**config.mk**
```make
export PLATFORM = sky130hd
export DESIGN_NAME = enemy_pool_flat
export DESIGN_NICKNAME = d
export VERILOG_FILES = /design/src/rtl/enemy_pool_pkg.sv /design/src/rtl/enemy_pool_if.sv /design/src/rtl/enemy_pool_lfsr16.sv /design/src/rtl/enemy_pool.sv /design/src/flat_wrapper.sv
export SDC_FILE = /design/constraint.sdc
export NUM_CORES = 1
export LEC_CHECK = 0
export ABC_AREA = 0
export CAP_MARGIN = 20
export CORE_ASPECT_RATIO = 1.5
export CORE_MARGIN = 2
export CORE_UTILIZATION = 40
export DETAILED_ROUTE_END_ITERATION = 16
export GPL_TIMING_DRIVEN = 0
export PLACE_DENSITY = 0.57
export SETUP_SLACK_MARGIN = 0.5
export SKIP_CTS_REPAIR_TIMING = 1
export SLEW_MARGIN = 30
export SYNTH_ARGS = -nofsm -noshare
export SYNTH_HDL_FRONTEND = slang
export SYNTH_SLANG_ARGS = --single-unit
```
**constraint.sdc**
```tcl
create_clock -name clk -period 8.7 [get_ports clk]
set_input_delay 1.305 -clock clk [delete_from_list [all_inputs] [get_ports clk]]
set_output_delay 1.305 -clock clk [all_outputs]
set_load 0.01 [all_outputs]
```
**src/rtl/enemy_pool_pkg.sv**
```systemverilog
// Shared types and defaults for the enemy pool: FSM state encoding, default
// sprite geometry and colour, and the Galois LFSR step function.
// Optional feature macro: ENEMY_ZIGZAG_EN (horizontal zig-zag motion).
package enemy_pool_pkg;

    typedef enum logic [1:0] {
        ST_IDLE  = 2'd0,
        ST_MOVE  = 2'd1,
        ST_SPAWN = 2'd2
    } state_e;

    localparam int          NUM_ENEMY_DEF = 4;
    localparam int          SPR_W_DEF     = 32;
    localparam int          SPR_H_DEF     = 24;
    localparam logic [11:0] ENEMY_RGB_DEF = 12'hF00;

    // Right-shifting Galois step for x^16+x^14+x^13+x^11+1.
    function automatic logic [15:0] lfsr_next(input logic [15:0] q);
        return {1'b0, q[15:1]} ^ (q[0] ? 16'hB400 : 16'h0000);
    endfunction

endpackage

```
**src/rtl/enemy_pool_if.sv**
```systemverilog
// Frame/pixel/hit bus between the display side (master) and the enemy pool
// (slave). Clock and reset stay plain ports on the modules.
// Optional feature macro: ENEMY_ZIGZAG_EN (no effect on this interface).
interface enemy_pool_if #(
    parameter int NUM_ENEMY = 4,
    parameter int X_W       = 11,
    parameter int Y_W       = 10
);
    logic                 frame_tick_i;
    logic                 en_i;
    logic [X_W-1:0]       req_x_addr_i;
    logic [Y_W-1:0]       req_y_addr_i;
    logic                 hit_valid_i;
    logic [X_W-1:0]       hit_x_i;
    logic [Y_W-1:0]       hit_y_i;
    logic [NUM_ENEMY-1:0] alive_o;
    logic                 kill_o;
    logic                 escape_o;
    logic                 vga_alpha_o;
    logic [11:0]          vga_rgb_o;

    modport master (
        output frame_tick_i, en_i, req_x_addr_i, req_y_addr_i,
               hit_valid_i, hit_x_i, hit_y_i,
        input  alive_o, kill_o, escape_o, vga_alpha_o, vga_rgb_o
    );

    modport slave (
        input  frame_tick_i, en_i, req_x_addr_i, req_y_addr_i,
               hit_valid_i, hit_x_i, hit_y_i,
        output alive_o, kill_o, escape_o, vga_alpha_o, vga_rgb_o
    );
endinterface

```
**src/rtl/enemy_pool_lfsr16.sv**
```systemverilog
// Free-running 16-bit Galois LFSR, advanced every clock, used as the spawn
// position (and spawn direction) source.
// Optional feature macro: ENEMY_ZIGZAG_EN (no effect on this module).
module enemy_pool_lfsr16
    import enemy_pool_pkg::*;
#(
    parameter logic [15:0] SEED = 16'hACE1
) (
    input  logic        clk,
    input  logic        rst,
    output logic [15:0] q
);
    logic [15:0] r_q;

    // Step the LFSR once per clock; reload the seed on reset.
    always_ff @(posedge clk or negedge rst) begin
        if (!rst) begin
            r_q <= SEED;
        end else begin
            r_q <= lfsr_next(r_q);
        end
    end

    assign q = r_q;
endmodule

```
**src/rtl/enemy_pool.sv**
```systemverilog
// Enemy pool: NUM_ENEMY slots that spawn at pseudo-random x, fall once per
// frame, die on bullet hits or when leaving the bottom edge, and answer the
// display controller's per-pixel coverage query one clock later.
// Optional feature macro: ENEMY_ZIGZAG_EN (per-slot direction bit, x steps +-1
// each frame and bounces at the screen edges).
module enemy_pool
    import enemy_pool_pkg::*;
#(
    parameter int          NUM_ENEMY    = NUM_ENEMY_DEF,
    parameter int          X_W          = 11,
    parameter int          Y_W          = 10,
    parameter int          H_DISP       = 800,
    parameter int          V_DISP       = 600,
    parameter int          SPR_W        = SPR_W_DEF,
    parameter int          SPR_H        = SPR_H_DEF,
    parameter int          SPEED        = 2,
    parameter int          SPAWN_PERIOD = 90,
    parameter logic [11:0] ENEMY_RGB    = ENEMY_RGB_DEF,
    parameter logic [15:0] LFSR_SEED    = 16'hACE1
) (
    input  logic         clk,
    input  logic         rst,
    enemy_pool_if.slave  bus
);
    localparam int             IDX_W      = (NUM_ENEMY > 1) ? $clog2(NUM_ENEMY) : 1;
    localparam int             FC_W       = (SPAWN_PERIOD > 1) ? $clog2(SPAWN_PERIOD) : 1;
    localparam logic [IDX_W-1:0] LAST_IDX = IDX_W'(NUM_ENEMY - 1);
    localparam logic [FC_W-1:0]  LAST_FRM = FC_W'(SPAWN_PERIOD - 1);
    localparam logic [X_W:0]   SPR_W_X    = (X_W + 1)'(SPR_W);
    localparam logic [Y_W:0]   SPR_H_Y    = (Y_W + 1)'(SPR_H);
    localparam logic [Y_W:0]   V_DISP_Y   = (Y_W + 1)'(V_DISP);
    localparam logic [Y_W:0]   SPEED_Y    = (Y_W + 1)'(SPEED);
    localparam logic [X_W-1:0] X_RANGE    = X_W'(H_DISP - SPR_W);

    // Point-in-box test with one guard bit so box edges never wrap.
    function automatic logic in_box(input logic [X_W-1:0] ox, input logic [Y_W-1:0] oy,
                                    input logic [X_W-1:0] px, input logic [Y_W-1:0] py);
        logic [X_W:0] ox_e, px_e;
        logic [Y_W:0] oy_e, py_e;
        ox_e = {1'b0, ox};
        px_e = {1'b0, px};
        oy_e = {1'b0, oy};
        py_e = {1'b0, py};
        return (ox_e <= px_e) && (px_e < ox_e + SPR_W_X) &&
               (oy_e <= py_e) && (py_e < oy_e + SPR_H_Y);
    endfunction

    state_e               r_state;
    logic [IDX_W-1:0]     r_idx;
    logic [FC_W-1:0]      r_frame_cnt;
    logic [NUM_ENEMY-1:0] r_alive;
    logic [X_W-1:0]       r_x [NUM_ENEMY];
    logic [Y_W-1:0]       r_y [NUM_ENEMY];
`ifdef ENEMY_ZIGZAG_EN
    logic [NUM_ENEMY-1:0] r_dir;
`endif
    logic                 r_pend_v;
    logic [X_W-1:0]       r_pend_x;
    logic [Y_W-1:0]       r_pend_y;
    logic                 r_kill;
    logic                 r_escape;
    logic                 r_alpha;
    logic [11:0]          r_rgb;

    logic [15:0]          w_lfsr_q;
    logic                 w_lfsr_unused;
    logic [X_W-1:0]       w_l0, w_l1, w_l2;
    logic [Y_W:0]         w_ny;
    logic                 w_probe_v;
    logic [X_W-1:0]       w_probe_x;
    logic [Y_W-1:0]       w_probe_y;
    logic [NUM_ENEMY-1:0] w_pix_cov;
    logic [NUM_ENEMY-1:0] w_match;
    logic [NUM_ENEMY-1:0] w_kill_oh;
    logic [NUM_ENEMY-1:0] w_dead;
    logic [NUM_ENEMY-1:0] w_spawn_oh;
    logic                 w_pix_any;

    enemy_pool_lfsr16 #(.SEED(LFSR_SEED)) u_lfsr (
        .clk (clk),
        .rst (rst),
        .q   (w_lfsr_q)
    );

    assign w_lfsr_unused = ^w_lfsr_q;

    // Fold the raw LFSR x into the legal spawn range with at most two subtractions.
    assign w_l0 = w_lfsr_q[X_W-1:0];
    assign w_l1 = (w_l0 >= X_RANGE) ? (w_l0 - X_RANGE) : w_l0;
    assign w_l2 = (w_l1 >= X_RANGE) ? (w_l1 - X_RANGE) : w_l1;

    assign w_ny = {1'b0, r_y[r_idx]} + SPEED_Y;

    // Hit source: in IDLE a pending probe takes precedence over a live one; elsewhere hits only queue.
    always_comb begin
        if (r_state == ST_IDLE) begin
            if (r_pend_v) begin
                w_probe_v = 1'b1;
                w_probe_x = r_pend_x;
                w_probe_y = r_pend_y;
            end else begin
                w_probe_v = bus.hit_valid_i;
                w_probe_x = bus.hit_x_i;
                w_probe_y = bus.hit_y_i;
            end
        end else begin
            w_probe_v = 1'b0;
            w_probe_x = bus.hit_x_i;
            w_probe_y = bus.hit_y_i;
        end
    end

    // Per-slot coverage for the pixel query and the hit probe.
    always_comb begin
        w_pix_cov = '0;
        w_match   = '0;
        for (int i = 0; i < NUM_ENEMY; i++) begin
            w_pix_cov[i] = r_alive[i] & in_box(r_x[i], r_y[i], bus.req_x_addr_i, bus.req_y_addr_i);
            w_match[i]   = w_probe_v & r_alive[i] & in_box(r_x[i], r_y[i], w_probe_x, w_probe_y);
        end
    end

    // Lowest set bit isolates the lowest-index hit slot and the lowest-index free slot.
    assign w_pix_any  = |w_pix_cov;
    assign w_kill_oh  = w_match & (~w_match + NUM_ENEMY'(1));
    assign w_dead     = ~r_alive;
    assign w_spawn_oh = w_dead & (~w_dead + NUM_ENEMY'(1));

    // Frame update FSM, hit handling and registered pixel/event outputs.
    always_ff @(posedge clk or negedge rst) begin
        if (!rst) begin
            r_state     <= ST_IDLE;
            r_idx       <= '0;
            r_frame_cnt <= '0;
            r_alive     <= '0;
            for (int i = 0; i < NUM_ENEMY; i++) begin
                r_x[i] <= '0;
                r_y[i] <= '0;
            end
`ifdef ENEMY_ZIGZAG_EN
            r_dir       <= '0;
`endif
            r_pend_v    <= 1'b0;
            r_pend_x    <= '0;
            r_pend_y    <= '0;
            r_kill      <= 1'b0;
            r_escape    <= 1'b0;
            r_alpha     <= 1'b0;
            r_rgb       <= 12'h000;
        end else begin
            r_kill   <= 1'b0;
            r_escape <= 1'b0;
            r_alpha  <= bus.en_i & w_pix_any;
            r_rgb    <= (bus.en_i & w_pix_any) ? ENEMY_RGB : 12'h000;
            case (r_state)
                ST_IDLE: begin
                    if (w_kill_oh != '0) begin
                        r_alive <= r_alive & ~w_kill_oh;
                        r_kill  <= 1'b1;
                    end
                    // Pending probe is consumed now; a simultaneous new probe takes its place.
                    if (r_pend_v) begin
                        r_pend_v <= bus.hit_valid_i;
                        r_pend_x <= bus.hit_x_i;
                        r_pend_y <= bus.hit_y_i;
                    end
                    if (bus.frame_tick_i) begin
                        r_state <= ST_MOVE;
                        r_idx   <= '0;
                    end
                end
                ST_MOVE: begin
                    if (bus.hit_valid_i) begin
                        r_pend_v <= 1'b1;
                        r_pend_x <= bus.hit_x_i;
                        r_pend_y <= bus.hit_y_i;
                    end
                    if (r_alive[r_idx]) begin
                        if (w_ny >= V_DISP_Y) begin
                            r_alive[r_idx] <= 1'b0;
                            r_escape       <= 1'b1;
                        end else begin
                            r_y[r_idx] <= w_ny[Y_W-1:0];
                        end
`ifdef ENEMY_ZIGZAG_EN
                        if (r_dir[r_idx]) begin
                            if (r_x[r_idx] == X_RANGE) begin
                                r_dir[r_idx] <= 1'b0;
                                r_x[r_idx]   <= r_x[r_idx] - X_W'(1);
                            end else begin
                                r_x[r_idx]   <= r_x[r_idx] + X_W'(1);
                            end
                        end else begin
                            if (r_x[r_idx] == '0) begin
                                r_dir[r_idx] <= 1'b1;
                                r_x[r_idx]   <= r_x[r_idx] + X_W'(1);
                            end else begin
                                r_x[r_idx]   <= r_x[r_idx] - X_W'(1);
                            end
                        end
`endif
                    end
                    if (r_idx == LAST_IDX) begin
                        r_state <= ST_SPAWN;
                        r_idx   <= '0;
                    end else begin
                        r_idx   <= r_idx + IDX_W'(1);
                    end
                end
                ST_SPAWN: begin
                    if (bus.hit_valid_i) begin
                        r_pend_v <= 1'b1;
                        r_pend_x <= bus.hit_x_i;
                        r_pend_y <= bus.hit_y_i;
                    end
                    if (r_frame_cnt == LAST_FRM) begin
                        r_frame_cnt <= '0;
                        for (int i = 0; i < NUM_ENEMY; i++) begin
                            if (w_spawn_oh[i]) begin
                                r_alive[i] <= 1'b1;
                                r_y[i]     <= '0;
                                r_x[i]     <= w_l2;
`ifdef ENEMY_ZIGZAG_EN
                                r_dir[i]   <= w_lfsr_q[15];
`endif
                            end
                        end
                    end else begin
                        r_frame_cnt <= r_frame_cnt + FC_W'(1);
                    end
                    r_state <= ST_IDLE;
                end
                default: begin
                    r_state <= ST_IDLE;
                    r_idx   <= '0;
                end
            endcase
        end
    end

    assign bus.alive_o     = r_alive;
    assign bus.kill_o      = r_kill;
    assign bus.escape_o    = r_escape;
    assign bus.vga_alpha_o = r_alpha;
    assign bus.vga_rgb_o   = r_rgb;

endmodule

```
**src/flat_wrapper.sv**
```systemverilog
// flat-port wrapper written by rule: the top's interface ports become plain ports
module enemy_pool_flat import enemy_pool_pkg::*;
#(
    parameter int          NUM_ENEMY    = NUM_ENEMY_DEF,
    parameter int          X_W          = 11,
    parameter int          Y_W          = 10,
    parameter int          H_DISP       = 800,
    parameter int          V_DISP       = 600,
    parameter int          SPR_W        = SPR_W_DEF,
    parameter int          SPR_H        = SPR_H_DEF,
    parameter int          SPEED        = 2,
    parameter int          SPAWN_PERIOD = 90,
    parameter logic [11:0] ENEMY_RGB    = ENEMY_RGB_DEF,
    parameter logic [15:0] LFSR_SEED    = 16'hACE1
)
  (clk, rst, bus_frame_tick_i, bus_en_i, bus_req_x_addr_i, bus_req_y_addr_i, bus_hit_valid_i, bus_hit_x_i, bus_hit_y_i, bus_alive_o, bus_kill_o, bus_escape_o, bus_vga_alpha_o, bus_vga_rgb_o);
  enemy_pool_if #(.NUM_ENEMY(NUM_ENEMY), .X_W(X_W), .Y_W(Y_W)) bus_i ();
  input  logic clk;
  input  logic rst;
  input wire logic [$bits(bus_i.frame_tick_i)-1:0] bus_frame_tick_i;
  input wire logic [$bits(bus_i.en_i)-1:0] bus_en_i;
  input wire logic [$bits(bus_i.req_x_addr_i)-1:0] bus_req_x_addr_i;
  input wire logic [$bits(bus_i.req_y_addr_i)-1:0] bus_req_y_addr_i;
  input wire logic [$bits(bus_i.hit_valid_i)-1:0] bus_hit_valid_i;
  input wire logic [$bits(bus_i.hit_x_i)-1:0] bus_hit_x_i;
  input wire logic [$bits(bus_i.hit_y_i)-1:0] bus_hit_y_i;
  output wire logic [$bits(bus_i.alive_o)-1:0] bus_alive_o;
  output wire logic [$bits(bus_i.kill_o)-1:0] bus_kill_o;
  output wire logic [$bits(bus_i.escape_o)-1:0] bus_escape_o;
  output wire logic [$bits(bus_i.vga_alpha_o)-1:0] bus_vga_alpha_o;
  output wire logic [$bits(bus_i.vga_rgb_o)-1:0] bus_vga_rgb_o;
  assign bus_i.frame_tick_i = bus_frame_tick_i;
  assign bus_i.en_i = bus_en_i;
  assign bus_i.req_x_addr_i = bus_req_x_addr_i;
  assign bus_i.req_y_addr_i = bus_req_y_addr_i;
  assign bus_i.hit_valid_i = bus_hit_valid_i;
  assign bus_i.hit_x_i = bus_hit_x_i;
  assign bus_i.hit_y_i = bus_hit_y_i;
  assign bus_alive_o = bus_i.alive_o;
  assign bus_kill_o = bus_i.kill_o;
  assign bus_escape_o = bus_i.escape_o;
  assign bus_vga_alpha_o = bus_i.vga_alpha_o;
  assign bus_vga_rgb_o = bus_i.vga_rgb_o;
  enemy_pool #(.NUM_ENEMY(NUM_ENEMY), .X_W(X_W), .Y_W(Y_W), .H_DISP(H_DISP), .V_DISP(V_DISP), .SPR_W(SPR_W), .SPR_H(SPR_H), .SPEED(SPEED), .SPAWN_PERIOD(SPAWN_PERIOD), .ENEMY_RGB(ENEMY_RGB), .LFSR_SEED(LFSR_SEED)) u_core (.clk(clk), .rst(rst), .bus(bus_i));
endmodule
```
==> results by group, run 1 <==
Finish
  – Sequential Area: 0.003513 sq mm
  – Antenna cells: 0
  – Layout area overhead: 12.40%
  – Nets: 2058
  – Number of fill cells: 3518
  – Footprint of the multi-input gates: 0.01037 sq mm
  – Final Cell Area: 0.01635 sq mm
  – Layout cells sized above 1: 7.868%
  – Utilization after layout: 45.63%

GRT
  – GRT Overall Usage: 25.75%
  – Congestion Overflow GR: 0
  – Vias in the first global route: 12501
  – Initial antenna violation count: 0
  – Largest net degree at the start of global routing: 85
  – Global-route wire length before repair: 73100 um

Drt
  – DRT Pass-1 Iters: 6
  – Detail Route Antenna Nets: 0
  – WL final: 47940 um
  – DR vias/cell: 5.732
  – DRC: 0
  – Iter 0 DRT Violations: 580
  – Via Count: 12283
  – Drt wl/cell: 22.37 um

Timing
  – Minimum clock period: 6.146 ns
  – Final hold viol count: 0
  – RSZ-0062 raised after global routing: no
  – Fmax: 162.7 MHz
  – Setup TNS: 0 ns
  – Slew at the pin closest to its max-slew limit: 0.9015 ns
  – Finish-stage setup viols: 0
  – Count of pins over their slew limit: 0
  – Clock skew: 0.01010 ns
  – Max-slew headroom: 39.44%
  – Final period util: 70.65%

Power and ir drop
  – Lkg Pwr: 7.730 nW
  – VDD IR-drop max: 150.5 uV
  – Power per cell area: 212.4 mW/mm^2

Flow run
  – Max-cap viol count: 0

Clock tree
  – Clock tree sinks: 140
  – CTS tree: built
  – Maximum clock path buffer count: 2
  – Worst skew pair latency: 0.46 ns
  – CTS Buf Count: 17
  – Htree depth: 4
  – Clk root buf: clkbuf_16
  – Clock transition at the registers of the reported paths: 0.06 ns

Place
  – HPWL Detailed: 39710 um
  – I/O Buffers: 57
  – DP Area: 0.01578 sq mm
  – Gp weighted congestion: 0.9425

Outcome
  – Outcome: finished, final reports clean

Yosys
  – Mapped Area: 0.01455 sq mm
  – Post-Synthesis Cells: 1568
  – Post-synth ARST share: 100.0%
  – Synth Flop Type: dfrtp_1
  – Seq/Total Area, Yosys: 24.15%
  – Post-synth EDFFs: 0
  – #FFs+latches synth: 140
  – Synth cell types: 71
  – Syn_area_per_cell: 9.279 sq um
  – Yosys warns: 0

Die
  – Die width: 159.7 um
  – Die H: 237.6 um
  – Top Ports: 66
  – Core Rows: 85
  – Starting Density: 40.59%
  – Core Box Area: 0.03584 sq mm
  – Die area: 0.03795 sq mm

Worst setup path
  – Crit. End Element: flip-flop
  – Setup CP Type: reg -> reg
  – Critical Path RT: 9.02 ns
  – Largest fanout on the critical path: 10
  – Worst EP arrival: 6.47 ns
  – Crit start category: flip-flop

Min path
  – Worst hold path class: reg -> reg
-- through the flow --
stage / hold WS [ns] / cells / setup WS, ns / total power (W)
floorplan: 0.3330 / 1575 / 4.603 / 0.002090
CTS: 0.3627 / 2143 / 2.679 / 0.003486
global placement: 0.3379 / 2110 / 0.4347 / 0.002692
finish: 0.3609 / 2143 / 2.554 / 0.003473
global route: 0.3694 / 2143 / 2.240 / 0.003734
detailed placement: 0.3376 / 2111 / 2.689 / 0.002740
-- cells in the mapped netlist (16+ instances only) --
library cell  instances  area (sq um)
a21oi_1              84         420.4
xor2_1               33         289.0
nand4_1              34         212.7
ha_1                359          4492
a21o_1               29         217.7
o31ai_1              26         195.2
o21a_1               27         202.7
xnor2_1              17         148.9
o211ai_1             22         165.2
dfrtp_1             132          3303
nor3_1               21         105.1
inv_1               127         476.7
mux2_2               49         551.8
nand3_1              43         215.2
a211oi_1             16         120.1
nand2_1             131         491.7
nor2b_1              26         162.7
mux2i_1              24         240.2
nor2_1               68         255.2
o21ai_0             113         565.5
nand2b_1             22         137.6
-- cells in the final DEF (no fill, tap or decap), types with 14 or more instances in the layout --
| cell type | count |
|---|---|
| clkbuf_16 | 17 |
| mux2_2 | 49 |
| nor3_1 | 21 |
| nand2b_1 | 22 |
| inv_1 | 127 |
| ha_1 | 359 |
| o31ai_1 | 26 |
| nor2b_1 | 26 |
| nand4_1 | 34 |
| o211ai_1 | 22 |
| xor2_1 | 33 |
| mux2i_1 | 24 |
| clkdlybuf4s50_1 | 56 |
| a211oi_1 | 16 |
| nor2_1 | 68 |
| o21ai_0 | 113 |
| nand3_1 | 43 |
| a21oi_1 | 84 |
| clkbuf_1 | 14 |
| a21o_1 | 29 |
| o21a_1 | 27 |
| nand2_1 | 131 |
| xnor2_1 | 17 |
| dfrtp_1 | 132 |
-- per-layer routing --
layer  global-route usage (%)  vias to the layer above  share of wire, %
met5                        0                        -                 0
met4                    21.46                        0               9.3
met3                    3.804                      162               3.7
met2                    47.26                      360                51
met1                    25.44                     5870                36
li1                         -                     5891                 -
-- worst paths after layout --
path                                     start  slack [ns]  cells after the start                    end
setup / recovery             u_core.r_state[0]        2.55                     17  u_core.bus.alive_o[1]
hold / removal             u_core.u_lfsr.q[12]        0.36                      0    u_core.u_lfsr.q[11]
setup reg to reg             u_core.r_state[0]        2.55                     17  u_core.bus.alive_o[1]
hold reg to reg            u_core.u_lfsr.q[12]        0.36                      0    u_core.u_lfsr.q[11]
max in group asynchronous                  rst        7.14                      2     u_core.u_lfsr.q[5]
min in group asynchronous                  rst        0.76                      1    u_core.u_lfsr.q[14]
-- state kept, by name, summed over array words and instances (netlist names) --
name and flops:
u_core.r_x 44, u_core.bus.escape_o 1, u_core.r_frame_cnt 7, u_core.bus.kill_o 1, u_core.bus.alive_o 4, u_core.r_pend_y 10
u_core.u_lfsr.q 16, u_core.r_pend_v 1, u_core.r_idx 2, u_core.r_y 40, u_core.r_state 2, u_core.r_pend_x 11
u_core.bus.vga_rgb_o 1
-- report_power, final --
part	total [W]	internal, W	switching (W)
clock network	0.000730	0.000407	0.000323
registers	0.000873	0.000746	0.000128
logic	0.00187	0.000720	0.00115
-- kinds of logic (layout without fill, tap and decap cells) --
group,count (synthesis),in the layout,share of synthesized area (%)
buffers and inverters,163,253,4.756
AO/OA/AOI/OAI,387,387,17.23
flip-flops,140,140,24.15
AND/OR/NAND/NOR,384,384,12.79
XOR/XNOR,50,50,3.010
adder cells (fa/ha/maj),359,359,30.87
multiplexers,84,84,7.172
other,1,8,0.02578
-- area by class of cell --
type / count / share of cell area (%)
Inverter: 127 / 2.915
Multi-Input combinational cell: 1272 / 63.41
Clock inverter: 13 / 0.8110
Tap cell: 478 / 3.657
Clock buffer: 19 / 2.708
Buffer: 36 / 1.324
Timing Repair Buffer: 58 / 3.688
Sequential cell: 140 / 21.48
-- worst max-delay path: stages, from the launching register on --
cell       delay (ns)
dfrtp_1          0.38
inv_1            0.10
ha_1             0.20
buf_2            0.16
nand2_1          0.23
buf_1            0.63
mux2i_1          0.68
inv_1            0.29
ha_1             0.40
a21oi_1          0.21
a2111oi_0        0.16
a2111oi_0        0.63
o22ai_1          0.22
nor3_1           0.77
nor2_1           0.14
o311a_1          0.21
a221oi_1         0.46
o211ai_1         0.13
Power figures use the tool's default switching activity.
==> run 2, diff against run 1 <==
==> constraint.sdc (replaced) <==
create_clock -name clk -period 6.2 [get_ports clk]
set_input_delay 0.93 -clock clk [delete_from_list [all_inputs] [get_ports clk]]
set_output_delay 0.93 -clock clk [all_outputs]
set_load 0.01 [all_outputs]
==> results by group, run 2 (synthesis gave the netlist of run 1 again) <==
Worst setup path
  – Largest stage delay on the critical path: 0.74 ns
  – WP depth: 17
  – Worst r2r src: u_core.r_state[0]
  – Setup crit start: u_core.r_state[0]
  – Reg-to-reg slack, setup: 0.68 ns
  – Worst setup path end: u_core.bus.alive_o[1]
  – Critical Path RT: 6.52 ns
  – Cell Chain, Critical Path: inv_1 -> ha_1 -> buf_2 -> nand2_1 -> clkbuf_2 -> mux2i_1 -> inv_1 -> ha_1 -> nor2b_1 -> nor3_1 -> or3_1 -> a21oi_1 -> o31ai_1 -> nand4_1 -> o311a_1 -> a221oi_1 -> o211ai_1
  – Largest fanout on the critical path: 10
  – Crit Reg-Reg Endpoint: u_core.bus.alive_o[1]
  – Crit start category: flip-flop
  – Delay-heaviest family, CP: compound AO/OA/AOI/OAI gates
  – Crit-path slowest cell: mux2i_1
  – Setup CP Type: reg -> reg
  – Worst EP arrival: 5.84 ns
  – Crit. End Element: flip-flop
  – Buf/Inv on CP: 4
  – R2R cell count: 17

Drt
  – Drt wl/cell: 22.41 um
  – DR top layer: met4
  – Detail Route met3 WL: 1846 um
  – WL final: 48040 um
  – Wire length on met1: 17010 um
  – DRC: 0
  – Iter 0 DRT Violations: 590
  – DRT Pass-1 Iters: 7
  – Via Count: 12270
  – Detail Route Antenna Nets: 0
  – DR WL met2: 24590 um
  – DR vias/cell: 5.726

Finish
  – Layout area overhead: 12.62%
  – Most frequent cells in the layout: ha_1 (359), dfrtp_1 (132), nand2_1 (131)
  – Nets: 2058
  – Most flop-heavy register: u_core.r_x
  – Utilization after layout: 45.72%
  – Commonest non-fill, non-tap cell in the layout: ha_1
  – Number of flip-flops in the largest register: 44
  – Antenna cells: 0
  – Layout cells sized above 1: 8.408%
  – Non-Filler Instances: 2143
  – Final Cell Area: 0.01639 sq mm

Power and ir drop
  – Lkg Pwr: 7.708 nW
  – Power per cell area: 299.0 mW/mm^2
  – VDD IR-drop max: 212.4 uV

Place
  – HPWL Detailed: 39710 um
  – Cells after DPL: 2111
  – Gp weighted congestion: 0.9425
  – I/O Buffers: 57
  – DP Area: 0.01578 sq mm

Die
  – Die width: 159.7 um
  – Core Box Area: 0.03584 sq mm
  – Core Rows: 85
  – Starting Density: 40.59%
  – Top Ports: 66
  – Die H: 237.6 um
  – Die area: 0.03795 sq mm

Timing
  – Clock skew: 0.01058 ns
  – Final hold viol count: 0
  – Slew at the pin closest to its max-slew limit: 0.8685 ns
  – RSZ-0062 raised after global routing: no
  – Finish-stage setup viols: 0
  – Final period util: 89.06%
  – Count of pins over their slew limit: 0
  – Fmax: 181.1 MHz
  – Final hold slack: 0.3609 ns
  – Max-slew headroom: 40.44%
  – Minimum clock period: 5.521 ns
  – Setup TNS: 0 ns

Clock tree
  – Clock transition at the registers of the reported paths: 0.06 ns
  – Worst skew pair latency: 0.46 ns
  – CTS Buf Count: 17
  – CTS tree: built
  – Clock tree sinks: 140
  – Htree depth: 4
  – Maximum clock path buffer count: 2
  – Clk root buf: clkbuf_16

GRT
  – Congestion Overflow GR: 0
  – Initial antenna violation count: 0
  – Global-route wire length before repair: 73100 um
  – GRT Overall Usage: 25.75%
  – Largest net degree at the start of global routing: 85
  – Vias in the first global route: 12501

Outcome
  – Outcome: finished, final reports clean

Flow run
  – Max-cap viol count: 0

Min path
  – Worst hold path class: reg -> reg
[run 2: worst register-to-register path, delay by kind of cell (launching register included)]
family	cells	cell delay, ns
fa+ha+maj	2	0.60
mux	1	0.75
buf+inv	4	1.04
simple gates	5	1.06
compound gates	5	1.56
flops	1	0.38
[run 2: metrics by stage]
step | power, W | setup slack (ns)
after floorplan | 0.002932 | 2.103
after global placement | 0.003777 | -1.690
after detailed placement | 0.003845 | 0.1888
after CTS | 0.004892 | 0.1788
after global routing | 0.005263 | 0.5202
final | 0.004899 | 0.6785
[run 2: worst min-delay path by stage]
stage | depth (start not counted) | startpoint | slack [ns] | to
finish | 0 | u_core.u_lfsr.q[12] | 0.36 | u_core.u_lfsr.q[11]
global route | 0 | u_core.u_lfsr.q[12] | 0.37 | u_core.u_lfsr.q[11]
CTS | 0 | u_core.u_lfsr.q[12] | 0.36 | u_core.u_lfsr.q[11]
detailed placement | 0 | u_core.u_lfsr.q[12] | 0.34 | u_core.u_lfsr.q[11]
global placement | 0 | u_core.u_lfsr.q[12] | 0.34 | u_core.u_lfsr.q[11]
floorplan | 0 | u_core.u_lfsr.q[12] | 0.33 | u_core.u_lfsr.q[11]
[run 2: metal layers]
layer | GRT usage, % | up-vias
li1 | - | 5883
met2 | 47.26 | 366
met4 | 21.46 | 0
met3 | 3.804 | 172
met1 | 25.44 | 5849
met5 | 0 | -
[run 2: final cells by class]
| type | instances | area [sq um] |
|---|---|---|
| clock buffers | 19 | 442.9 |
| multi-input cells | 1272 | 10400 |
| inverters | 127 | 476.7 |
| repair buffers | 58 | 603.1 |
| plain buffers | 36 | 217.7 |
| well taps | 478 | 598.1 |
| flip-flops and latches | 140 | 3513 |
| clock inverters | 13 | 132.6 |
| fillers | 3512 | 19450 |
[run 2: power by group]
part           total (W)  switching, W  internal, W  leakage (nW)
Combinational    0.00264       0.00162      0.00102          5.58
Sequential       0.00123      0.000183      0.00105          1.85
Clock            0.00103      0.000455     0.000571         0.269
Total            0.00490       0.00226      0.00264          7.71
